$ cat config.mk
export PLATFORM = sky130hd
export DESIGN_NAME = ser_neuron_array_ctrl
export DESIGN_NICKNAME = d
export VERILOG_FILES = /design/src/rtl/ser_neuron_pkg.sv /design/src/rtl/ser_neuron_readout.sv /design/src/rtl/ser_neuron_array_ctrl.sv
export SDC_FILE = /design/constraint.sdc
export NUM_CORES = 1
export LEC_CHECK = 0
export ABC_AREA = 1
export BUFFER_PORTS_ARGS = -buffer_cell sky130_fd_sc_hd__buf_4
export CAP_MARGIN = 20
export CORE_MARGIN = 3
export CORE_UTILIZATION = 30
export DETAILED_ROUTE_END_ITERATION = 12
export GPL_TIMING_DRIVEN = 0
export PLACE_DENSITY_LB_ADDON = 0.05
export SLEW_MARGIN = 10
export SYNTH_ARGS = -nofsm -noshare
export SYNTH_HDL_FRONTEND = slang
export SYNTH_HIERARCHICAL = 1
export SYNTH_SLANG_ARGS = --single-unit
$ cat constraint.sdc
create_clock -name clk -period 5.95 [get_ports clk]
set_clock_uncertainty 0.05 [all_clocks]
set_input_delay 0 -clock clk [delete_from_list [all_inputs] [get_ports clk]]
set_output_delay 0 -clock clk [all_outputs]
set_load 0.03 [all_outputs]
$ cat src/rtl/ser_neuron_pkg.sv
// Shared types for the serial neuron-array command front end.
// Opcode and FSM state enums plus command-word field offsets.
package ser_neuron_pkg;

  // Opcode occupies the top OP_W bits, the sign flag sits just below it.
  localparam int unsigned OP_W  = 2;
  localparam int unsigned HDR_W = 3;

  typedef enum logic [1:0] {
    LOAD_WIN  = 2'd0,
    LOAD_BIAS = 2'd1,
    LOAD_DIN  = 2'd2,
    RUN       = 2'd3
  } op_e;

  typedef enum logic [2:0] {
    IDLE    = 3'd0,
    ARG     = 3'd1,
    TRIG    = 3'd2,
    SETTLE  = 3'd3,
    CAPTURE = 3'd4,
    READ    = 3'd5
  } state_e;

  function automatic int unsigned op_lsb(input int unsigned data_w);
    return data_w - OP_W;
  endfunction

  function automatic int unsigned sign_pos(input int unsigned data_w);
    return data_w - HDR_W;
  endfunction

endpackage

$ cat src/rtl/ser_neuron_readout.sv
// Result snapshot and read-out sequencer for the neuron array.
// SER_NEURON_SCAN_READOUT_EN selects full sequential read-out of all neurons.
module ser_neuron_readout
  import ser_neuron_pkg::*;
#(
  parameter int unsigned N_NEURONS = 8,
  parameter int unsigned DATA_W    = 8
) (
  input  logic                          clk,
  input  logic                          rst,
  input  logic                          capture,
  input  logic                          read,
  input  logic [$clog2(N_NEURONS)-1:0]  id,
  input  logic [N_NEURONS*DATA_W-1:0]   grid_dout,
  output logic [DATA_W-1:0]             dout,
  output logic                          dout_valid,
  output logic                          last_c
);

  localparam int unsigned ID_W = $clog2(N_NEURONS);

`ifdef SER_NEURON_SCAN_READOUT_EN

  logic [DATA_W-1:0] snapshot [N_NEURONS];
  logic [ID_W:0]     idx;

  assign last_c = read && (idx == (ID_W+1)'(N_NEURONS));

  // Word 0 goes out on the capture edge, the rest stream from the snapshot.
  always_ff @(posedge clk) begin
    if (rst) begin
      for (int k = 0; k < int'(N_NEURONS); k++) snapshot[k] <= '0;
      idx        <= '0;
      dout       <= '0;
      dout_valid <= 1'b0;
    end else if (capture) begin
      for (int k = 0; k < int'(N_NEURONS); k++) snapshot[k] <= grid_dout[k*DATA_W +: DATA_W];
      dout       <= grid_dout[DATA_W-1:0];
      dout_valid <= 1'b1;
      idx        <= (ID_W+1)'(1);
    end else if (read) begin
      if (last_c) begin
        dout_valid <= 1'b0;
      end else begin
        dout <= snapshot[idx[ID_W-1:0]];
        idx  <= idx + (ID_W+1)'(1);
      end
    end
  end

`else

  logic [DATA_W-1:0] snapshot;

  assign last_c = read;
  assign dout   = snapshot;

  // Only the selected neuron is kept; it doubles as the held output word.
  always_ff @(posedge clk) begin
    if (rst) begin
      snapshot   <= '0;
      dout_valid <= 1'b0;
    end else begin
      dout_valid <= capture;
      if (capture) snapshot <= grid_dout[32'(id)*DATA_W +: DATA_W];
    end
  end

`endif

endmodule

$ cat src/rtl/ser_neuron_array_ctrl.sv
// Byte-serial command front end for the mixed-signal neuron grid.
// Optional macro SER_NEURON_SCAN_READOUT_EN enables sequential read-out.
module ser_neuron_array_ctrl
  import ser_neuron_pkg::*;
#(
  parameter int unsigned N_NEURONS     = 8,
  parameter int unsigned DATA_W        = 8,
  parameter int unsigned TRIG_CYCLES   = 1,
  parameter int unsigned SETTLE_CYCLES = 4
) (
  input  logic                          clk,
  input  logic                          rst,
  input  logic                          done_iw,
  input  logic [DATA_W-1:0]             dout_iw,
  output logic [DATA_W-1:0]             din,
  output logic [N_NEURONS-1:0]          sign,
  output logic [N_NEURONS*DATA_W-1:0]   win,
  output logic [N_NEURONS*DATA_W-1:0]   bias,
  output logic                          trig,
  input  logic [N_NEURONS*DATA_W-1:0]   grid_dout,
  output logic [DATA_W-1:0]             dout,
  output logic                          dout_valid,
  output logic                          busy,
  output logic                          err
);

  localparam int unsigned ID_W    = $clog2(N_NEURONS);
  localparam int unsigned OP_LSB  = op_lsb(DATA_W);
  localparam int unsigned S_BIT   = sign_pos(DATA_W);
  localparam int unsigned MAX_CYC = (TRIG_CYCLES > SETTLE_CYCLES) ? TRIG_CYCLES : SETTLE_CYCLES;
  localparam int unsigned CNT_W   = (MAX_CYC > 1) ? $clog2(MAX_CYC) : 1;

  state_e          state, state_next;
  logic [CNT_W-1:0] cnt, cnt_next;
  op_e             pend_op, pend_op_next;
  logic [ID_W-1:0] pend_id, pend_id_next;
  logic [ID_W-1:0] run_id, run_id_next;

  op_e             cmd_op;
  logic            cmd_s;
  logic [ID_W-1:0] cmd_id;
  logic            id_ok_c;
  logic            wr_win_c, wr_bias_c, wr_din_c, set_sign_c, err_set_c;
  logic            capture_c, read_c, last_c;

  assign cmd_op    = op_e'(dout_iw[DATA_W-1:OP_LSB]);
  assign cmd_s     = dout_iw[S_BIT];
  assign cmd_id    = dout_iw[ID_W-1:0];
  assign id_ok_c   = (32'(cmd_id) < N_NEURONS);
  assign capture_c = (state == CAPTURE);
  assign read_c    = (state == READ);

  always_ff @(posedge clk) begin
    if (rst) begin
      state   <= IDLE;
      cnt     <= '0;
      pend_op <= LOAD_WIN;
      pend_id <= '0;
      run_id  <= '0;
    end else begin
      state   <= state_next;
      cnt     <= cnt_next;
      pend_op <= pend_op_next;
      pend_id <= pend_id_next;
      run_id  <= run_id_next;
    end
  end

  always_comb begin
    state_next   = state;
    cnt_next     = '0;
    pend_op_next = pend_op;
    pend_id_next = pend_id;
    run_id_next  = run_id;
    wr_win_c     = 1'b0;
    wr_bias_c    = 1'b0;
    wr_din_c     = 1'b0;
    set_sign_c   = 1'b0;
    err_set_c    = 1'b0;
    unique case (state)
      IDLE: begin
        if (done_iw) begin
          if ((cmd_op != LOAD_DIN) && !id_ok_c) begin
            err_set_c = 1'b1;
          end else if (cmd_op == RUN) begin
            state_next  = TRIG;
            run_id_next = cmd_id;
          end else begin
            state_next   = ARG;
            pend_op_next = cmd_op;
            pend_id_next = cmd_id;
            set_sign_c   = (cmd_op == LOAD_BIAS);
          end
        end
      end
      ARG: begin
        if (done_iw) begin
          state_next = IDLE;
          wr_win_c   = (pend_op == LOAD_WIN);
          wr_bias_c  = (pend_op == LOAD_BIAS);
          wr_din_c   = (pend_op == LOAD_DIN);
        end
      end
      TRIG: begin
        cnt_next = cnt + CNT_W'(1);
        if (cnt == CNT_W'(TRIG_CYCLES - 1)) begin
          cnt_next   = '0;
          state_next = (SETTLE_CYCLES == 0) ? CAPTURE : SETTLE;
        end
      end
      SETTLE: begin
        cnt_next = cnt + CNT_W'(1);
        if (cnt == CNT_W'(SETTLE_CYCLES - 1)) begin
          cnt_next   = '0;
          state_next = CAPTURE;
        end
      end
      CAPTURE: state_next = READ;
      READ: if (last_c) state_next = IDLE;
      default: state_next = IDLE;
    endcase
    // Words arriving during an evaluation are dropped and flagged.
    if (done_iw && (state != IDLE) && (state != ARG)) err_set_c = 1'b1;
  end

  // Register file and status outputs, all following the next state.
  always_ff @(posedge clk) begin
    if (rst) begin
      din  <= '0;
      sign <= '0;
      win  <= '0;
      bias <= '0;
      trig <= 1'b0;
      busy <= 1'b0;
      err  <= 1'b0;
    end else begin
      trig <= (state_next == TRIG);
      busy <= (state_next != IDLE) && (state_next != ARG);
      err  <= err | err_set_c;
      if (set_sign_c) sign[cmd_id] <= cmd_s;
      if (wr_win_c)   win[32'(pend_id)*DATA_W +: DATA_W]  <= dout_iw;
      if (wr_bias_c)  bias[32'(pend_id)*DATA_W +: DATA_W] <= dout_iw;
      if (wr_din_c)   din <= dout_iw;
    end
  end

  ser_neuron_readout #(
    .N_NEURONS (N_NEURONS),
    .DATA_W    (DATA_W)
  ) u_readout (
    .clk        (clk),
    .rst        (rst),
    .capture    (capture_c),
    .read       (read_c),
    .id         (run_id),
    .grid_dout  (grid_dout),
    .dout       (dout),
    .dout_valid (dout_valid),
    .last_c     (last_c)
  );

endmodule

== After elaboration in Yosys (flattened, before gate mapping) ==
Cells that the tools add are included.
W data, S select, Z words.

* Flip-flop bits (word level): 169
* Bits of input ports: 75
* Output and inout port bits: 156
* Word-level logic and storage cells: 70

* Add/sub/neg operators: 2
* Magnitude comparators: 2
* Equal/unequal tests: 12
* Shift-type cells: 3
* Multiplexer cells: 24
* Bitwise operators: 2
* Reduce and logical (&&, ||, !) cells: 11

{| class="wikitable"
|+ Operator list
! cell !! number
|-
| $bwmux W64 || 2
|-
| $shift A8 B34 Y64 const A || 1
|-
| $shiftx A64 B7 Y8 || 1
|-
| $shiftx A8 B34 Y64 || 1
|-
| $neg A6 Y34 || 1
|-
| $pmux W3 S5 || 1
|-
| $mux W3 || 4
|-
| $mux W1 || 11
|-
| $eq A3 B2 Y1 const B || 3
|-
| $bwmux W8 || 1
|-
| $eq A2 B2 Y1 const B || 3
|-
| $mux W2 || 3
|-
| $ne A3 B1 Y1 const B || 2
|-
| $reduce_and A3 Y1 || 2
|-
| $reduce_bool A3 Y1 || 2
|-
| $eq A2 B1 Y1 const B || 2
|-
| $logic_and A1 B1 Y1 || 4
|-
| $logic_not A2 Y1 || 2
|-
| $lt A3 B4 Y1 const B || 1
|-
| $pmux W2 S2 || 1
|-
| $demux W1 S3 || 1
|-
| $eq A3 B1 Y1 const B || 1
|-
| $eq A3 B3 Y1 const B || 1
|-
| $ge A3 B1 Y1 const B || 1
|-
| 4 further kinds || 4
|}

== Logic depth before layout (Yosys ltp) ==
Gate-level depths: netlist of run 1.

* Depth after elaboration: 6
* Gate-level depth with buffers: 13
* Gate-level depth less buffers: 10

== Cells and area by module ==
Netlist of run 1, hierarchy kept.

{| class="wikitable"
|+ Modules (own cells, without submodules)
! module !! times used !! cells each !! area an instance (um2) !! seq. area each (um2)
|-
| ser_neuron_array_ctrl || 1 || 918 || 6,647.6 || 3,203.1
|-
| ser_neuron_readout || 1 || 228 || 1,168.6 || 180.2
|}

== Worst setup path after synthesis of run 1 ==
No wires, ideal clock.

* Kind: reg2reg
* Start: register pend_id[0]
* End: register win[0]
* Library setup time: 0.132 ns
* Data arrival time: 1.958 ns
* Data required time: 5.768 ns
* Setup slack: 3.810 ns
* Stages on the path, launching flop included: 13
* Path buffers: 3
* Period minus slack after synthesis: 2.140 ns
* Path through: dfxtp_1 -> buf_4 -> inv_2 -> buf_6 -> ha_1 -> ha_1 -> buf_2 -> inv_2 -> nand3_1 -> nor2_4 -> nand2_1 -> nor2_1 -> nor3_1

* Cells in the longest elaborated chain, start to end: 3
* Elaborated cells between the ends (all ways): 4
* Classes of those cells: add/sub (1); shift (2); mux (1)

{| class="wikitable"
|+ RTL lines
! item !! line !! source
|-
| start, declared || ser_neuron_array_ctrl.sv:36 || <nowiki>logic [ID_W-1:0] pend_id, pend_id_next;</nowiki>
|-
| start signal, assigned || ser_neuron_array_ctrl.sv:64 || <nowiki>pend_id <= pend_id_next;</nowiki>
|-
| $neg A6 Y34 (*) || ser_neuron_array_ctrl.sv:141 || <nowiki>if (wr_win_c) win[32'(pend_id)*DATA_W +: DATA_W] <= dout_iw;</nowiki>
|-
| $shiftx A8 B34 Y64 or $shift A8 B34 Y64 (tied branches) || ser_neuron_array_ctrl.sv:141 ||
|-
| $bwmux W64 (*) || ser_neuron_array_ctrl.sv:141 ||
|-
| end signal, assigned by index || ser_neuron_array_ctrl.sv:141 ||
|-
| end, declared || ser_neuron_array_ctrl.sv:17 || <nowiki>output logic [N_NEURONS*DATA_W-1:0] win,</nowiki>
|}

Every way passes the cells marked *; elsewhere a longest branch is shown, timed or not.
A chain may end at the register's enable or synchronous reset.

== Worst setup path in the final report of run 1 ==
* Start: register pend_id[0]
* End: register bias[41]

* Cells in the longest elaborated chain, start to end: 3
* Elaborated cells between the ends (all ways): 4
* Classes of those cells: add/sub (1); shift (2); mux (1)

{| class="wikitable"
|+ RTL lines
! item !! line !! source
|-
| $neg A6 Y34 (*) || ser_neuron_array_ctrl.sv:142 || <nowiki>if (wr_bias_c) bias[32'(pend_id)*DATA_W +: DATA_W] <= dout_iw;</nowiki>
|-
| $shiftx A8 B34 Y64 or $shift A8 B34 Y64 (tied branches) || ser_neuron_array_ctrl.sv:142 ||
|-
| $bwmux W64 (*) || ser_neuron_array_ctrl.sv:142 ||
|-
| end signal, assigned by index || ser_neuron_array_ctrl.sv:142 ||
|-
| end, declared || ser_neuron_array_ctrl.sv:18 || <nowiki>output logic [N_NEURONS*DATA_W-1:0] bias,</nowiki>
|}

Marks and branches as above.

==> flow_metrics.tcl, run 1 <==
set metrics [dict create \
    synthArstFlopShare_pct 0 \
    path_clk_slew_ps 70 \
    drt_iter0_markers 450 \
    fin_crit_sh_pct 44.0 \
    syn_avg_cell_area_sq_um 6.82 \
    clock_latency_ps 440 \
    hold_slack_ps 9.95 \
    arrival_ps 2920 \
    cts_tree "yes" \
    clockPowerShare_pct 41.8 \
    power.density_mw_per_mm2 242 \
    max_cap_violations 0 \
    rsz0062_at_grt "no" \
    intPower_mw 1.81 \
    crit_chain "buf_4, inv_2, buf_6, ha_1, ha_1, inv_2, buf_2, nand3_1, nor2_1, nor2_1, nor3_1" \
    setup_violations 0 \
    status "complete, no violations" \
    reg2reg_from "pend_id[0]" \
    pwr-share-comb_pct 13.8 \
    hold_class "in -> reg" \
    synth.largest_area_cell "dfxtp_1" \
    grt_max_degree 18 \
    synth_top_area_share_pct 43.3 \
    critPathKind "reg -> reg" \
    r2r_end "bias[41]" \
    crit_end "bias[41]" \
    synth_nets 1226 \
    initial_core_util_pct 30.8 \
    drc 0 \
    grt_pass1_wl_mm 43.9 \
    postRouteAntennaNets 0 \
    slowest_stage "nor2_1" \
    cts_inserted_buffers 17 \
    crit_fanout 10 \
    postCtsSetupBuffers 0 \
    min_period_ps 2620 \
    synth_edf_count 0 \
    drt_first_pass_iters 5 \
    nNetsFinal 1493 \
    clkSinkCount 169 \
    wl_per_cell_um 16.0 \
    die_area_sq_mm 0.0280 \
    r2r_setup_slack_ps 3330 \
    grt_overflow_total 0 \
    required_ps 6250 \
    r2r_cells 11 \
    setup_tns_ps 0 \
    power_frac_seq_pct 44.4 \
    p_leak_nw 5.28 \
    seq_area_frac_synth_pct 43.3 \
    synthTopCellsByCount "nor2_1, nand2_1, dfxtp_1, inv_1, a21oi_1" \
    slowest_delay_ps 370 \
    crit_start "pend_id[0]" \
    syn_to_final_growth_pct 36.9 \
    fp.coreArea_sq_mm 0.0254 \
    synthTopCellsByArea "dfxtp_1, nor2_1, nand2_1, a21oi_1, inv_1" \
    vias 8066 \
    io_buffers 229 \
    synth_seq_cells 169 \
    root_buffer "clkbuf_16" \
    drive_gt1_share_pct 24.3 \
    ys.flop_type "dfxtp_1" \
    syn_inst 1146 \
    antenna_found_initial 0 \
    syn_area_sq_mm 0.00782 \
    ys_types 25 \
    slew_viol_final 0 \
    detail_route.wirelength_mm 28.1 \
    track_usage_pct 19.7 \
    tightest_slew_ps 693 \
    p_sw_mw 0.776 \
    hold_viol_final 0 \
    grt_pass1_vias 7771 \
    maxSlewHeadroom_pct 53.8 \
    cp-end-kind "flop" \
    clock_path_buffers 2 \
    fp-row-count 58 \
    gp_congestion 0.834 \
    hpwl_mm 21.3 \
    nFillCells 2806 \
    p_sw_share_pct 30.0 \
    die_w_um 167 \
    yosysWarnings 6 \
    ioPinCount 231 \
    viasPerCell 4.59 \
    htreeDepth 4 \
    synth_most_common_cell "nor2_1" \
    antenna_cells 0 \
    fin_util_pct 42.1 \
    startpoint_type "flop" \
    vdd_ir_drop_max_uv 152 \
    die_h_um 167 \
    fmax_mhz 382 \
]
-- placed cells by master (no fill, tap or decap), drive strengths merged --
cell type,count
clkinv,6
and2,1
ha,5
buf,277
nand4,9
inv,155
clkinvlp,2
nor2,220
nand3,111
nor3,25
clkbuf,32
dlygate4sd3,19
nand2,194
dfxtp,169
a21oi,118
a31oi,1
o21ai,82
-- sequential cells by signal (all words and copies together) (netlist names) --
name,cells
din,8
bias,64
cnt,2
busy,1
u_readout/dout_valid,1
pend_id,3
u_readout/dout,8
pend_op,2
trig,1
sign,8
run_id,3
err,1
win,64
state,3
-- logic make-up (layout without fill, tap and decap cells) --
family / count (synthesis) / count (layout) / share of synthesized area (%)
simple gates: 560 / 560 / 30.9
flops: 169 / 169 / 43.3
buf+inv: 211 / 491 / 11.8
fa+ha+maj: 5 / 5 / 0.800
compound gates: 201 / 201 / 13.3
-- cell type report --
cell class / count / area [sq um] / share of cell area (%)
inverters: 148 / 556 / 5.19
plain buffers: 63 / 365 / 3.42
clock buffers: 17 / 425 / 3.98
repair buffers: 248 / 1910 / 17.8
well taps: 330 / 413 / 3.86
multi-input cells: 766 / 3510 / 32.8
clock inverters: 15 / 134 / 1.25
flip-flops and latches: 169 / 3380 / 31.6
-- worst max-delay path: cells and delay by family, from the launching register on --
kind                     cells  cell delay [ps]
buffers and inverters        5              800
AND/OR/NAND/NOR              4              900
adder cells (fa/ha/maj)      2              480
flip-flops                   1              310
-- per-layer routing --
layer  wire length (um)  track usage, %
met1              13300            27.2
met2              13000            31.9
met3               1340            3.47
met4                461            5.37
met5                  0               0
-- power by group through the flow --
stage,Sequential [mW],Clock [mW],Combinational [mW]
finish,1.15,1.08,0.358
global route,1.15,1.15,0.396
CTS,1.15,1.11,0.362
detailed placement,1.18,0,0.350
global placement,1.18,0,0.349
floorplan,1.19,0,0.205
-- per-stage QoR --
stage               worst slack, ps  power [mW]  instances  instance area [sq um]
global placement               3330        1.53       1705                   9950
floorplan                      3810        1.39       1146                   7820
global route                   3110        2.70       1756                  10700
CTS                            3320        2.62       1756                  10700
detailed placement             3320        1.53       1705                   9950
finish                         3330        2.59       1756                  10700
-- how the worst min path moves through the flow --
stage,cells after the start,end,start,slack [ps]
after floorplan,1,u_readout/dout_valid,rst,20
after global placement,2,u_readout/dout_valid,rst,180
after detailed placement,2,u_readout/dout_valid,rst,180
after CTS,7,u_readout/dout[7],grid_dout[23],2
after global routing,7,u_readout/dout[6],grid_dout[38],50
final,7,u_readout/dout[7],grid_dout[23],10
-- repair_timing --
action / CTS / global route
setup endpoints to repair: 0 / 0
hold endpoints to repair: 43 / 0
hold buffers: 19 / 0
gates resized for setup: 0 / 0
Power figures use the tool's default switching activity.
==> run 2: changes to the inputs <==
clock period = 2.32 ns   (was 5.95 ns; I/O delays follow)
==> run 2 against run 1 <==
  * Sequential share of layout area shrank 0.98 points
  * Design area increased by 3.2%
  * Clock power rose to 2.6 times the previous value
  * Utilization grew 1.3 points
  * Critical path type unchanged
  * Critical endpoint is now bias[6]
  * Largest cell class unchanged
==> flow_metrics.tcl, run 2 (same netlist as run 1, synthesis figures left out) <==
set metrics [dict create \
    antenna_found_initial 0 \
    hold_viol_final 0 \
    fin_crit_sh_pct 94.7 \
    slew_viol_final 0 \
    die_h_um 167 \
    status "complete, no violations" \
    required_ps 2590 \
    nNetsFinal 1510 \
    crit_start "pend_id[0]" \
    tightest_slew_ps 691 \
    wl_per_cell_um 16.0 \
    fmax_mhz 455 \
    detail_route.wirelength_mm 28.3 \
    drc 0 \
    hpwl_mm 21.3 \
    root_buffer "clkbuf_16" \
    drive_gt1_share_pct 27.1 \
    postRouteAntennaNets 0 \
    ioPinCount 231 \
    max_cap_violations 0 \
    r2r_setup_slack_ps 120 \
    vdd_ir_drop_max_uv 358 \
    cp-end-kind "flop" \
    syn_to_final_growth_pct 41.2 \
    power.density_mw_per_mm2 614 \
    gp_congestion 0.834 \
    hold_class "in -> reg" \
    maxSlewHeadroom_pct 54.0 \
    viasPerCell 4.60 \
    arrival_ps 2470 \
    drt_first_pass_iters 5 \
    grt_pass1_vias 7828 \
    final_cells 1773 \
    grt_overflow_total 0 \
    mostFrequentLayoutCell "buf_4" \
    cts_tree "yes" \
    cts_inserted_buffers 17 \
    antenna_cells 0 \
    clock_path_buffers 2 \
    grt_pass1_wl_mm 44.1 \
    setup_violations 0 \
    vias 8147 \
    min_period_ps 2200 \
    p_leak_nw 5.45 \
    reg.largest.list "bias (64), win (64)" \
    initial_core_util_pct 30.8 \
    critPathKind "reg -> reg" \
    crit_fanout 10 \
    final_cell_mix "buf_4, nor2_1, nand2_1, dfxtp_1, inv_1" \
    clock_latency_ps 440 \
    fp.coreArea_sq_mm 0.0254 \
    path_clk_slew_ps 70 \
    htreeDepth 4 \
    fp-row-count 58 \
    startpoint_type "flop" \
    placed_cells 1705 \
    grt_max_degree 18 \
    die_w_um 167 \
    drt_iter0_markers 487 \
    die_area_sq_mm 0.0280 \
    reg2reg_from "pend_id[0]" \
    hold_slack_ps 5.95 \
    track_usage_pct 19.8 \
    min-delay-start "grid_dout[61]" \
    nFillCells 2782 \
    clkSinkCount 169 \
    io_buffers 229 \
]
## run 2: power by group
group	leakage (nW)	switching (mW)	internal (mW)
registers	1.36	0.0219	2.93
clock network	0.272	1.36	1.41
logic	3.82	0.663	0.391
total	5.45	2.04	4.73
## run 2: final cells by class
type                    instances  area [sq um]  area share, %
clock buffers                  17           425           3.85
flip-flops and latches        169          3380           30.6
plain buffers                  63           412           3.73
repair buffers                264          2050           18.5
clock inverters                15           134           1.21
multi-input cells             767          3650           33.1
well taps                     330           413           3.74
inverters                     148           573           5.19
## run 2: routing by layer
| layer | up-vias | track usage [%] | share of wire, % |
|---|---|---|---|
| li1 | 4212 | - | - |
| met1 | 3725 | 27.2 | 47 |
| met4 | 0 | 5.37 | 1.5 |
| met2 | 186 | 32.1 | 47 |
| met5 | - | 0 | 0 |
| met3 | 24 | 3.47 | 4.3 |
## run 2: metrics by stage
| step | utilization (%) | cell area, sq um | setup slack [ps] | total power, mW | TNS (ps) |
|---|---|---|---|---|---|
| 2_1_floorplan | - | 7820 | 180 | 3.57 | 0 |
| 3_3_place_gp | 39.2 | 9950 | -296 | 3.91 | -9320 |
| 3_5_place_dp | 39.2 | 9950 | -305 | 3.92 | -11140 |
| 4_1_cts | 42.6 | 10800 | 15.1 | 6.76 | 0 |
| 5_1_grt | 43.5 | 11000 | -1.51 | 7.05 | -1.51 |
| 6_report | 43.5 | 11000 | 123 | 6.77 | 0 |
## run 2: timing repair
action                                  in CTS  in global routing
buffers inserted                             8                  7
hold buffers                                19                  0
hold endpoints to repair                    42                  0
pin swaps                                    4                  7
endpoints found under the setup margin      89                120
cloned                                       0                  2
gates resized for setup                     23                 62
## run 2: worst paths after layout
kind                       endpoint  cells past startpoint
setup / recovery            bias[6]                     13
hold / removal    u_readout/dout[5]                      7
setup reg to reg            bias[6]                     13
hold reg to reg             sign[7]                      2
## run 2: critical path, cell delays in order, from the launching register on
cell and delay, ps:
dfxtp_1 330, buf_6 110, inv_2 50, buf_6 140, ha_1 200, ha_2 270
buf_12 150, inv_4 100, nand3_1 120, nor2_4 130, buf_12 140, nand2_4 90
o21ai_0 160, nor2_1 50
==> run 3: changes to the inputs <==
ABC_AREA = not set   (was 1)
==> run 3 against run 2 <==
  * Global-route usage down 1.2 points
  * Largest cell class unchanged
  * Sequential cell count unchanged
  * Synthesized area down 7.2%
  * Highest routed layer unchanged
  * Worst setup slack better by 29 ps
==> flow_metrics.tcl, run 3 <==
set metrics [dict create \
    placed_cells 1280 \
    drt_first_pass_iters 4 \
    yosysWarnings 6 \
    die_h_um 162 \
    final_cells 1327 \
    clock_path_buffers 2 \
    gp_congestion 0.768 \
    synth_seq_cells 169 \
    htreeDepth 4 \
    vdd_ir_drop_max_uv 498 \
    detail_route.wirelength_mm 24.3 \
    synthArstFlopShare_pct 0 \
    clock_latency_ps 420 \
    fp-row-count 56 \
    synth_nets 815 \
    arrival_ps 2420 \
    hpwl_mm 17.4 \
    synth_most_common_cell "dfxtp_1" \
    syn_to_final_growth_pct 41.4 \
    tightest_slew_ps 867 \
    vias 6309 \
    io_buffers 226 \
    grt_pass1_vias 6482 \
    synth_top_area_share_pct 46.6 \
    cts_inserted_buffers 17 \
    ys.flop_type "dfxtp_1" \
    power.density_mw_per_mm2 622 \
    cp-end-kind "flop" \
    rsz0062_at_grt "no" \
    fmax_mhz 461 \
    clkSinkCount 169 \
    crit_start "pend_id[0]" \
    status "complete, no violations" \
    drive_gt1_share_pct 34.5 \
    synthTopCellsByArea "dfxtp_1, mux2i_1, nand3b_1, nand2b_1, o21ai_0" \
    hold_viol_final 0 \
    grt_max_degree 17 \
    track_usage_pct 18.6 \
    nFillCells 2382 \
    antenna_found_initial 0 \
    fin_util_pct 43.4 \
    nNetsFinal 1076 \
    seqCellArea_sq_mm 0.00338 \
    critPathKind "reg -> reg" \
    mostFrequentLayoutCell "buf_4" \
    p_leak_nw 4.16 \
    grt_pass1_wl_mm 37.7 \
    drt_iter0_markers 380 \
    wl_per_cell_um 18.3 \
    die_w_um 162 \
    syn_inst 735 \
    min_period_ps 2170 \
    maxSlewHeadroom_pct 42.2 \
    syn_area_sq_mm 0.00725 \
    antenna_cells 0 \
    setup_violations 0 \
    reg.largest.list "bias (64), win (64)" \
    fin_crit_sh_pct 93.5 \
    cts_tree "yes" \
    ioPinCount 231 \
    synth_edf_count 0 \
    root_buffer "clkbuf_16" \
    drc 0 \
    ys_types 49 \
    slew_viol_final 0 \
    min-delay-start "dout_iw[6]" \
    initial_core_util_pct 30.7 \
    seq_area_frac_synth_pct 46.6 \
    synth.largest_area_cell "dfxtp_1" \
    reg2reg_from "pend_id[0]" \
    viasPerCell 4.75 \
    multi_input_area_sq_mm 0.00370 \
    max_cap_violations 0 \
    postRouteAntennaNets 0 \
    required_ps 2570 \
    synthTopCellsByCount "dfxtp_1, mux2i_1, nand3b_1, o21ai_0, nor2_1" \
    syn_avg_cell_area_sq_um 9.87 \
    die_area_sq_mm 0.0261 \
    final_cell_mix "buf_4, dfxtp_1, mux2i_1, nand3b_1, o21ai_0" \
    crit_fanout 10 \
    grt_overflow_total 0 \
    hold_class "in -> reg" \
    path_clk_slew_ps 70 \
    startpoint_type "flop" \
    fp.coreArea_sq_mm 0.0236 \
]
[run 3: cell count changes in the layout (fill, tap and decap cells not counted), moves of 75 or more]
cell / delta
a21oi_1: -107
nand2_1: -158
mux2i_1: +103
inv_1: -128
nor2_1: -142
nand3_1: -75
[run 3: layout make-up]
type                       instances  area share (%)
buffer                            56            3.01
multi-input combinational        499            36.1
tap                              319            3.89
clock buffer                      18            4.28
clock inverter                    13            1.28
sequential                       169            33.0
inverter                           9           0.329
timing repair buffer             244            18.1
[run 3: kinds of logic after synthesis]
kind of cell | after synthesis | synth area share, %
simple gates | 278 | 23.1
flops | 169 | 46.6
mux | 119 | 16.7
compound gates | 97 | 8.24
buf+inv | 67 | 4.43
fa+ha+maj | 5 | 0.862
[run 3: final timing paths]
kind | to | slack [ps] | depth (start not counted)
setup reg to reg | bias[13] | 150 | 9
setup / recovery | bias[13] | 150 | 9
hold reg to reg | err | 410 | 2
hold / removal | sign[5] | 40 | 5
[run 3: timing repair]
action / in CTS / in global routing
buffers inserted: 10 / 3
endpoints found under the setup margin: 128 / 93
pin swaps: 10 / 5
endpoints found under the hold margin: 13 / 0
hold buffers: 5 / 0
resized for setup: 25 / 20
[run 3: metal layers]
layer | GRT usage, % | share of wire [%] | up-vias
met2 | 29.7 | 46 | 179
met1 | 24.7 | 46 | 2990
met5 | 0 | 0 | -
li1 | - | - | 3113
met3 | 5.44 | 6.6 | 27
met4 | 4.77 | 1.4 | 0
[run 3: stage by stage]
stage	cell area [sq um]	TNS, ps	worst slack, ps	total power, mW	hold slack, ps
after floorplan	7270	-148	-18.0	3.33	111
after global placement	9370	-61580	-742	3.55	265
after detailed placement	9370	-63600	-746	3.55	261
after CTS	10200	0	24.2	6.43	18.8
after global routing	10300	0	13.3	6.62	53.9
final	10300	0	152	6.38	35.0
[run 3: critical path, cell delays in order, from the launching register on]
cell	delay (ps)
dfxtp_2	350
clkbuf_8	180
inv_1	90
ha_4	170
ha_4	310
and3b_2	240
nand4_1	240
buf_4	260
nand3b_1	80
o21ai_0	80
[run 3: power by group]
group | leakage (nW) | internal [mW] | total, mW | switching, mW
sequential | 1.36 | 2.92 | 2.93 | 0.0158
combinational | 2.53 | 0.286 | 0.623 | 0.337
clock | 0.270 | 1.53 | 2.82 | 1.29
total | 4.16 | 4.74 | 6.38 | 1.64
